[src/rtl/apb_timer_completer.sv]
// rtl/apb_timer_completer.sv - APB completer with 64-bit timer, compare register and level interrupt
module apb_timer_completer #(
   parameter int unsigned WAIT_CYCLES = 1,
   parameter int unsigned TICK_DIV    = 1
) (
   input  logic        clock,
   input  logic        reset,
   input  logic [31:0] in_paddr,
   input  logic        in_psel,
   input  logic        in_penable,
   input  logic [2:0]  in_pprot,
   input  logic        in_pwrite,
   input  logic [31:0] in_pwdata,
   input  logic [3:0]  in_pstrb,
   output logic        in_pready,
   output logic [31:0] in_prdata,
   output logic        in_pslverr,
   output logic        irq
);

   // Register offsets, word index taken from paddr[4:2]
   localparam logic [2:0] OFF_MTIME_LO = 3'd0;
   localparam logic [2:0] OFF_MTIME_HI = 3'd1;
   localparam logic [2:0] OFF_CMP_LO   = 3'd2;
   localparam logic [2:0] OFF_CMP_HI   = 3'd3;
   localparam logic [2:0] OFF_CTRL     = 3'd4;
   localparam logic [2:0] OFF_STATUS   = 3'd5;

   localparam logic [3:0]  WAIT_LOAD = 4'(WAIT_CYCLES);
   localparam logic [15:0] PRESC_MAX = 16'(TICK_DIV - 1);

   typedef enum logic [1:0] {
      ST_IDLE = 2'd0,
      ST_WAIT = 2'd1,
      ST_DONE = 2'd2
   } state_t;

   state_t      state;
   state_t      state_next;
   logic [3:0]  wait_cnt;
   logic [3:0]  wait_cnt_next;

   logic [63:0] mtime;
   logic [63:0] mtime_next;
   logic [63:0] mtime_inc;
   logic [63:0] mtimecmp;
   logic [63:0] mtimecmp_next;
   logic [1:0]  ctrl;
   logic [1:0]  ctrl_next;
   logic        pending;
   logic        pending_next;
   logic [31:0] hi_shadow;
   logic [31:0] hi_shadow_next;
   logic [15:0] presc;
   logic [15:0] presc_next;

   logic        done;
   logic [2:0]  offset;
   logic        addr_err;
   logic        wr_commit;
   logic        rd_commit;
   logic        tick;
   logic        cmp_hit;
   logic        w1c;
   logic [31:0] rdata;

   // Address bits and protection attributes that the register map does not decode
   logic        unused_inputs;
   assign unused_inputs = ^{in_pprot, in_paddr[31:5]};

   function automatic logic [31:0] merge_bytes(
      input logic [31:0] old_word,
      input logic [31:0] new_word,
      input logic [3:0]  strb
   );
      logic [31:0] result;
      for (int i = 0; i < 4; i++) begin
         result[8*i +: 8] = strb[i] ? new_word[8*i +: 8] : old_word[8*i +: 8];
      end
      return result;
   endfunction

   // A transfer completes only while the initiator still holds psel in DONE
   assign done      = (state == ST_DONE) && in_psel;
   assign offset    = in_paddr[4:2];
   assign addr_err  = (in_paddr[1:0] != 2'b00) || (offset[2:1] == 2'b11);
   assign wr_commit = done && in_pwrite && !addr_err;
   assign rd_commit = done && !in_pwrite && !addr_err;

   assign in_pready  = done;
   assign in_pslverr = done && addr_err;
   assign in_prdata  = rd_commit ? rdata : 32'h0;

   assign tick    = ctrl[0] && (presc == PRESC_MAX);
   assign cmp_hit = ctrl[0] && (mtime >= mtimecmp);
   assign w1c     = wr_commit && (offset == OFF_STATUS) && in_pstrb[0] && in_pwdata[0];

   // Transfer FSM: setup loads the wait count, WAIT counts down, DONE completes
   always_comb begin
      state_next    = state;
      wait_cnt_next = wait_cnt;
      case (state)
         ST_IDLE: begin
            if (in_psel && !in_penable) begin
               wait_cnt_next = WAIT_LOAD;
               state_next    = (WAIT_CYCLES == 0) ? ST_DONE : ST_WAIT;
            end
         end
         ST_WAIT: begin
            if (!in_psel) begin
               state_next = ST_IDLE;
            end else begin
               wait_cnt_next = wait_cnt - 4'd1;
               if (wait_cnt <= 4'd1) begin
                  state_next = ST_DONE;
               end
            end
         end
         ST_DONE: begin
            state_next = ST_IDLE;
         end
         default: begin
            state_next = ST_IDLE;
         end
      endcase
   end

   // FSM state and wait counter registers
   always_ff @(posedge clock or negedge reset) begin
      if (!reset) begin
         state    <= ST_IDLE;
         wait_cnt <= 4'd0;
      end else begin
         state    <= state_next;
         wait_cnt <= wait_cnt_next;
      end
   end

   // Read mux; MTIME_HI returns the value captured by the last MTIME_LO read
   always_comb begin
      rdata = 32'h0;
      case (offset)
         OFF_MTIME_LO: rdata = mtime[31:0];
         OFF_MTIME_HI: rdata = hi_shadow;
         OFF_CMP_LO:   rdata = mtimecmp[31:0];
         OFF_CMP_HI:   rdata = mtimecmp[63:32];
         OFF_CTRL:     rdata = {30'h0, ctrl};
         OFF_STATUS:   rdata = {31'h0, pending};
         default:      rdata = 32'h0;
      endcase
   end

   // Timer, compare and register updates; a bus write overrides only its own bytes
   always_comb begin
      presc_next     = presc;
      mtime_inc      = tick ? (mtime + 64'd1) : mtime;
      mtime_next     = mtime_inc;
      mtimecmp_next  = mtimecmp;
      ctrl_next      = ctrl;
      hi_shadow_next = hi_shadow;

      if (ctrl[0]) begin
         presc_next = tick ? 16'd0 : (presc + 16'd1);
      end

      if (rd_commit && (offset == OFF_MTIME_LO)) begin
         hi_shadow_next = mtime[63:32];
      end

      if (wr_commit) begin
         case (offset)
            OFF_MTIME_LO: mtime_next[31:0] = merge_bytes(mtime_inc[31:0], in_pwdata, in_pstrb);
            OFF_MTIME_HI: begin
               mtime_next[63:32] = merge_bytes(mtime_inc[63:32], in_pwdata, in_pstrb);
               hi_shadow_next    = merge_bytes(hi_shadow, in_pwdata, in_pstrb);
            end
            OFF_CMP_LO:   mtimecmp_next[31:0]  = merge_bytes(mtimecmp[31:0], in_pwdata, in_pstrb);
            OFF_CMP_HI:   mtimecmp_next[63:32] = merge_bytes(mtimecmp[63:32], in_pwdata, in_pstrb);
            OFF_CTRL: begin
               if (in_pstrb[0]) begin
                  ctrl_next = in_pwdata[1:0];
               end
            end
            default: begin
               ctrl_next = ctrl;
            end
         endcase
      end

      // Setting takes priority over a simultaneous clear
      pending_next = cmp_hit || (pending && !w1c);
   end

   // Timer and register state
   always_ff @(posedge clock or negedge reset) begin
      if (!reset) begin
         presc     <= 16'd0;
         mtime     <= 64'h0;
         mtimecmp  <= 64'hFFFF_FFFF_FFFF_FFFF;
         ctrl      <= 2'b00;
         pending   <= 1'b0;
         hi_shadow <= 32'h0;
      end else begin
         presc     <= presc_next;
         mtime     <= mtime_next;
         mtimecmp  <= mtimecmp_next;
         ctrl      <= ctrl_next;
         pending   <= pending_next;
         hi_shadow <= hi_shadow_next;
      end
   end

   // Interrupt output, registered one cycle behind pending
   always_ff @(posedge clock or negedge reset) begin
      if (!reset) begin
         irq <= 1'b0;
      end else begin
         irq <= pending && ctrl[1];
      end
   end

endmodule
[config.mk]
export PLATFORM = sky130hd
export DESIGN_NAME = apb_timer_completer
export DESIGN_NICKNAME = d
export VERILOG_FILES = /design/src/rtl/apb_timer_completer.sv
export SDC_FILE = /design/constraint.sdc
export NUM_CORES = 1
export LEC_CHECK = 0
export CORE_ASPECT_RATIO = 1.4
export CORE_UTILIZATION = 52
export DETAILED_ROUTE_END_ITERATION = 10
export PLACE_DENSITY_LB_ADDON = 0.12
export SLEW_MARGIN = 20
export SYNTH_ARGS = -nofsm -noshare
export SYNTH_HDL_FRONTEND = slang
export SYNTH_SLANG_ARGS = --single-unit
[constraint.sdc]
create_clock -name clock -period 2.4 [get_ports clock]
set_input_delay 0.24 -clock clock [delete_from_list [all_inputs] [get_ports clock]]
set_output_delay 0.24 -clock clock [all_outputs]
set_load 0.005 [all_outputs]
==> summary.md <==
| Metric | Value |
|---|---|
| Critical Setup Path Class | flop to flop |
| Slew Limit Fails | 0 |
| CP max stage cell | or4_4 |
| WL/cell | 19.6 um |
| Vias in the first global route | 10,139 |
| Syn_nets | between 1,000 and 1,500 |
| Hold slack | 0.344 ns |
| Startpoint class of the critical path | flop |
| Residual DRC | 0 |
| Clk_lat worst skew | 0.44 ns |
| Initial Util | 53.2% |
| Die ar. | 21,600 um^2 |
| Crit path max fanout | 7 |
| Top cells by area, synth | dfrtp_1, dfstp_2, nand2_1 |
| Final Non-Filler Cells | 1,695 |
| Final worst slack | -0.127 ns |
| Final Skew | 0.0131 ns |
| Area grow syn2layout | 30.8% |
| Synth top area share | ~28% |
| Seq/Total Area, Yosys | roughly 43% |
| Critical path's largest stage delay | 0.57 ns |
| Combinational Power Share | 43.6% |
| CTS tree | yes |
| Most frequent cells in the layout | nand2_1, dfrtp_1, o21ai_0 |
| Netlist cell types | 50 |
| Total gr overflow | 0 |
| Number of max-cap violations | 0 |
| DR vias | 9,988 |
| Port Buffers | 80 |
| Placed cell count | 1,641 |
| Initial antenna violation count | 0 |
| PwrDens | 851 nW/um^2 |
| Arr. time, crit path | 2.83 ns |
| Endpoints failing setup | 20 |
| # clock sinks | 186 |
| Dpl hpwl | 23.0 mm |
| CTS Buf Count | 17 |
| Primary FF master, synth | dfrtp_1 |
| Ys Warns | 0 |
| Largest area contributor in the netlist | dfrtp_1 |
| Nature of the critical path endpoint | flop |
| Bufs and invs on worst path | 2 |
| Register-to-register path setup slack | -0.13 ns |
| Max Root-Sink Buffers | 2 |
| HP Class | input port to async pin |
| Clock power share | 23.7% |
| Synth Register Bits | roughly 190 |
| Worst flop-to-flop path startpoint | presc[14] |
| Tmin final | 2.53 ns |
| Top delay family on crit path | simple AND/OR/NAND/NOR gates |
| Share of layout cells above drive strength 1 | 21.8% |
| Placed Area | 12,800 um^2 |
| Fin. Hold Viols | 0 |
| Slew margin rel. | a little over half |
| Setup_tns | -1.00 ns |
| Worst IR Drop VDD | 0.850 mV |
| Net count, final | 1,571 |
| Vias per cell | 5.89 |
| I/O pin cnt | 111 |
| Mapped Cells | 1,256 |
| Leakage power | 0.00687 uW |
| Tot GR Track Use | 30.6% |
| Net Switching | 5230 uW |
| Worst Max-Slew Pin Slew | slightly above 0.7 ns |
| Largest net degree at the start of global routing | 63 |
| CP Data Required Time | 2.71 ns |
| Routability cong. | 0.909 |
| Router iterations before antenna repair | 5 |
| Crit share post-route | 105% |
| Row count | 62 |
| Commonest non-fill, non-tap cell in the layout | nand2_1 |
| First-pass GRT wire length | 52.1 mm |
| Root Driver | clkbuf_16 |
| Total Wirelength | 33.2 mm |
| Core area | 20,600 um^2 |
| R2R depth | 8 |
| Async SR Flop Fraction | 100% |
| Status | finished, violations left |
| Failing checks | negative setup slack |
| Cell Area, Synth | between 10,000 and 15,000 um^2 |
| Final core occ | between 60% and 70% |
| Final Cell Area | about 14,000 um^2 |
| Die span in y | between 150 and 200 um |
| Post-DRT Antenna Nets | 0 |
| # diodes | 0 |
| Sequential share of power | 32.7% |
| Number of flops mapped to enable cells by yosys | 0 |
| Initial detailed-routing violation count | 576 |
| CP Cell Sequence | or4_4, nor4_4, buf_4, nand4_4, buf_12, nor4_1, xnor2_1, o21ai_0 |
| RSZ-0062 raised after global routing | true |
| Fmax | between 0.3 and 0.4 GHz |
| H-tree depth | 4 |
| Reg clk slew, reported paths | ~0.07 ns |
| DIE WIDTH | 125 um |
| Sw frac | between 40% and 50% |
| Mapped Avg Cell Area | 8.70 um^2 |
| R2r endpoint | mtime[18] |
| Internal | 6940 uW |
[worst register-to-register path, cell delays in order, from the launching register on]
cell	delay (ns)
dfrtp_1	0.38
or4_4	0.57
nor4_4	0.28
buf_4	0.18
nand4_4	0.16
buf_12	0.22
nor4_1	0.36
xnor2_1	0.16
o21ai_0	0.09
[worst max-delay path by stage]
stage	endpoint	startpoint	cells after the start	slack, ns
global route	mtime[18]	presc[0]	10	-0.22
finish	mtime[18]	presc[14]	8	-0.13
CTS	mtime[20]	presc[0]	10	-0.11
floorplan	mtime[8]	presc[0]	8	-0.03
global placement	in_prdata[6]	in_paddr[3]	7	-0.17
detailed placement	in_prdata[6]	in_paddr[3]	7	-0.20
[repair_timing]
action / in CTS / in global routing
hold endpoints to repair: 46 / 0
gates resized for setup: 75 / 113
pin swaps: 5 / 61
hold buffers: 1 / 0
buffers inserted: 5 / 11
endpoints found under the setup margin: 64 / 77
cloned: 3 / 2
[cells in the mapped netlist (14+ instances only)]
library cell,instances
nand4_1,20
xnor2_1,63
inv_1,91
dfrtp_1,122
a21oi_1,63
o21ai_1,14
nor3_1,30
ha_1,69
xor2_1,16
nor2_1,54
a22oi_1,79
nand2_1,235
dfstp_2,64
o21ai_0,119
clkbuf_1,51
and3_1,17
nor4_1,20
nand3_1,50
[area by class of cell]
| class | instances | area (um^2) |
|---|---|---|
| multi-input combinational | 924 | 6270 |
| fill | 1611 | 6260 |
| sequential | 186 | 4740 |
| timing repair buffer | 206 | 2030 |
| clock buffer | 23 | 478 |
| inverter | 91 | 342 |
| tap | 256 | 320 |
| clock inverter | 9 | 114 |
[sequential cells by signal, indices dropped and copies added, names as in the netlist]
register   cells
mtime         64
mtimecmp      64
hi_shadow     32
presc         16
wait_cnt       4
ctrl           2
state          2
irq            1
pending        1
[power by group through the flow]
stage          Combinational, uW  Clock, uW  Sequential [uW]
4_1_cts                     4310       2910             3960
3_3_place_gp                3910          0             4000
6_report                    5310       2880             3980
5_1_grt                     5720       3020             4020
3_5_place_dp                3990          0             4010
2_1_floorplan               2390          0             3900
[cells by family after synthesis]
group           Yosys count  share of synthesized area (%)
compound gates          298                           16.0
flops                   186                           43.3
buf+inv                 146                           5.08
xor+xnor                 79                           6.33
mux                       6                          0.710
fa+ha+maj                69                           7.90
simple gates            472                           20.6
[per-stage QoR]
stage	setup WS [ns]	power (uW)
global route	-0.220	12800
CTS	-0.110	11200
global placement	-0.168	7910
finish	-0.127	12200
detailed placement	-0.198	8010
floorplan	-0.0305	6280
[routing by layer]
metal  up-vias  wire length [um]  part of all wire, %  GRT usage [%]
met5         -                 0                    0              0
met4         0              1340                  4.0           15.6
met3        76              1410                  4.2           4.07
met2       302             17300                   52           54.1
met1      4876             13100                   40           36.1
li1       4734                 -                    -              -
No activity file was read; power rests on OpenSTA's default activity.
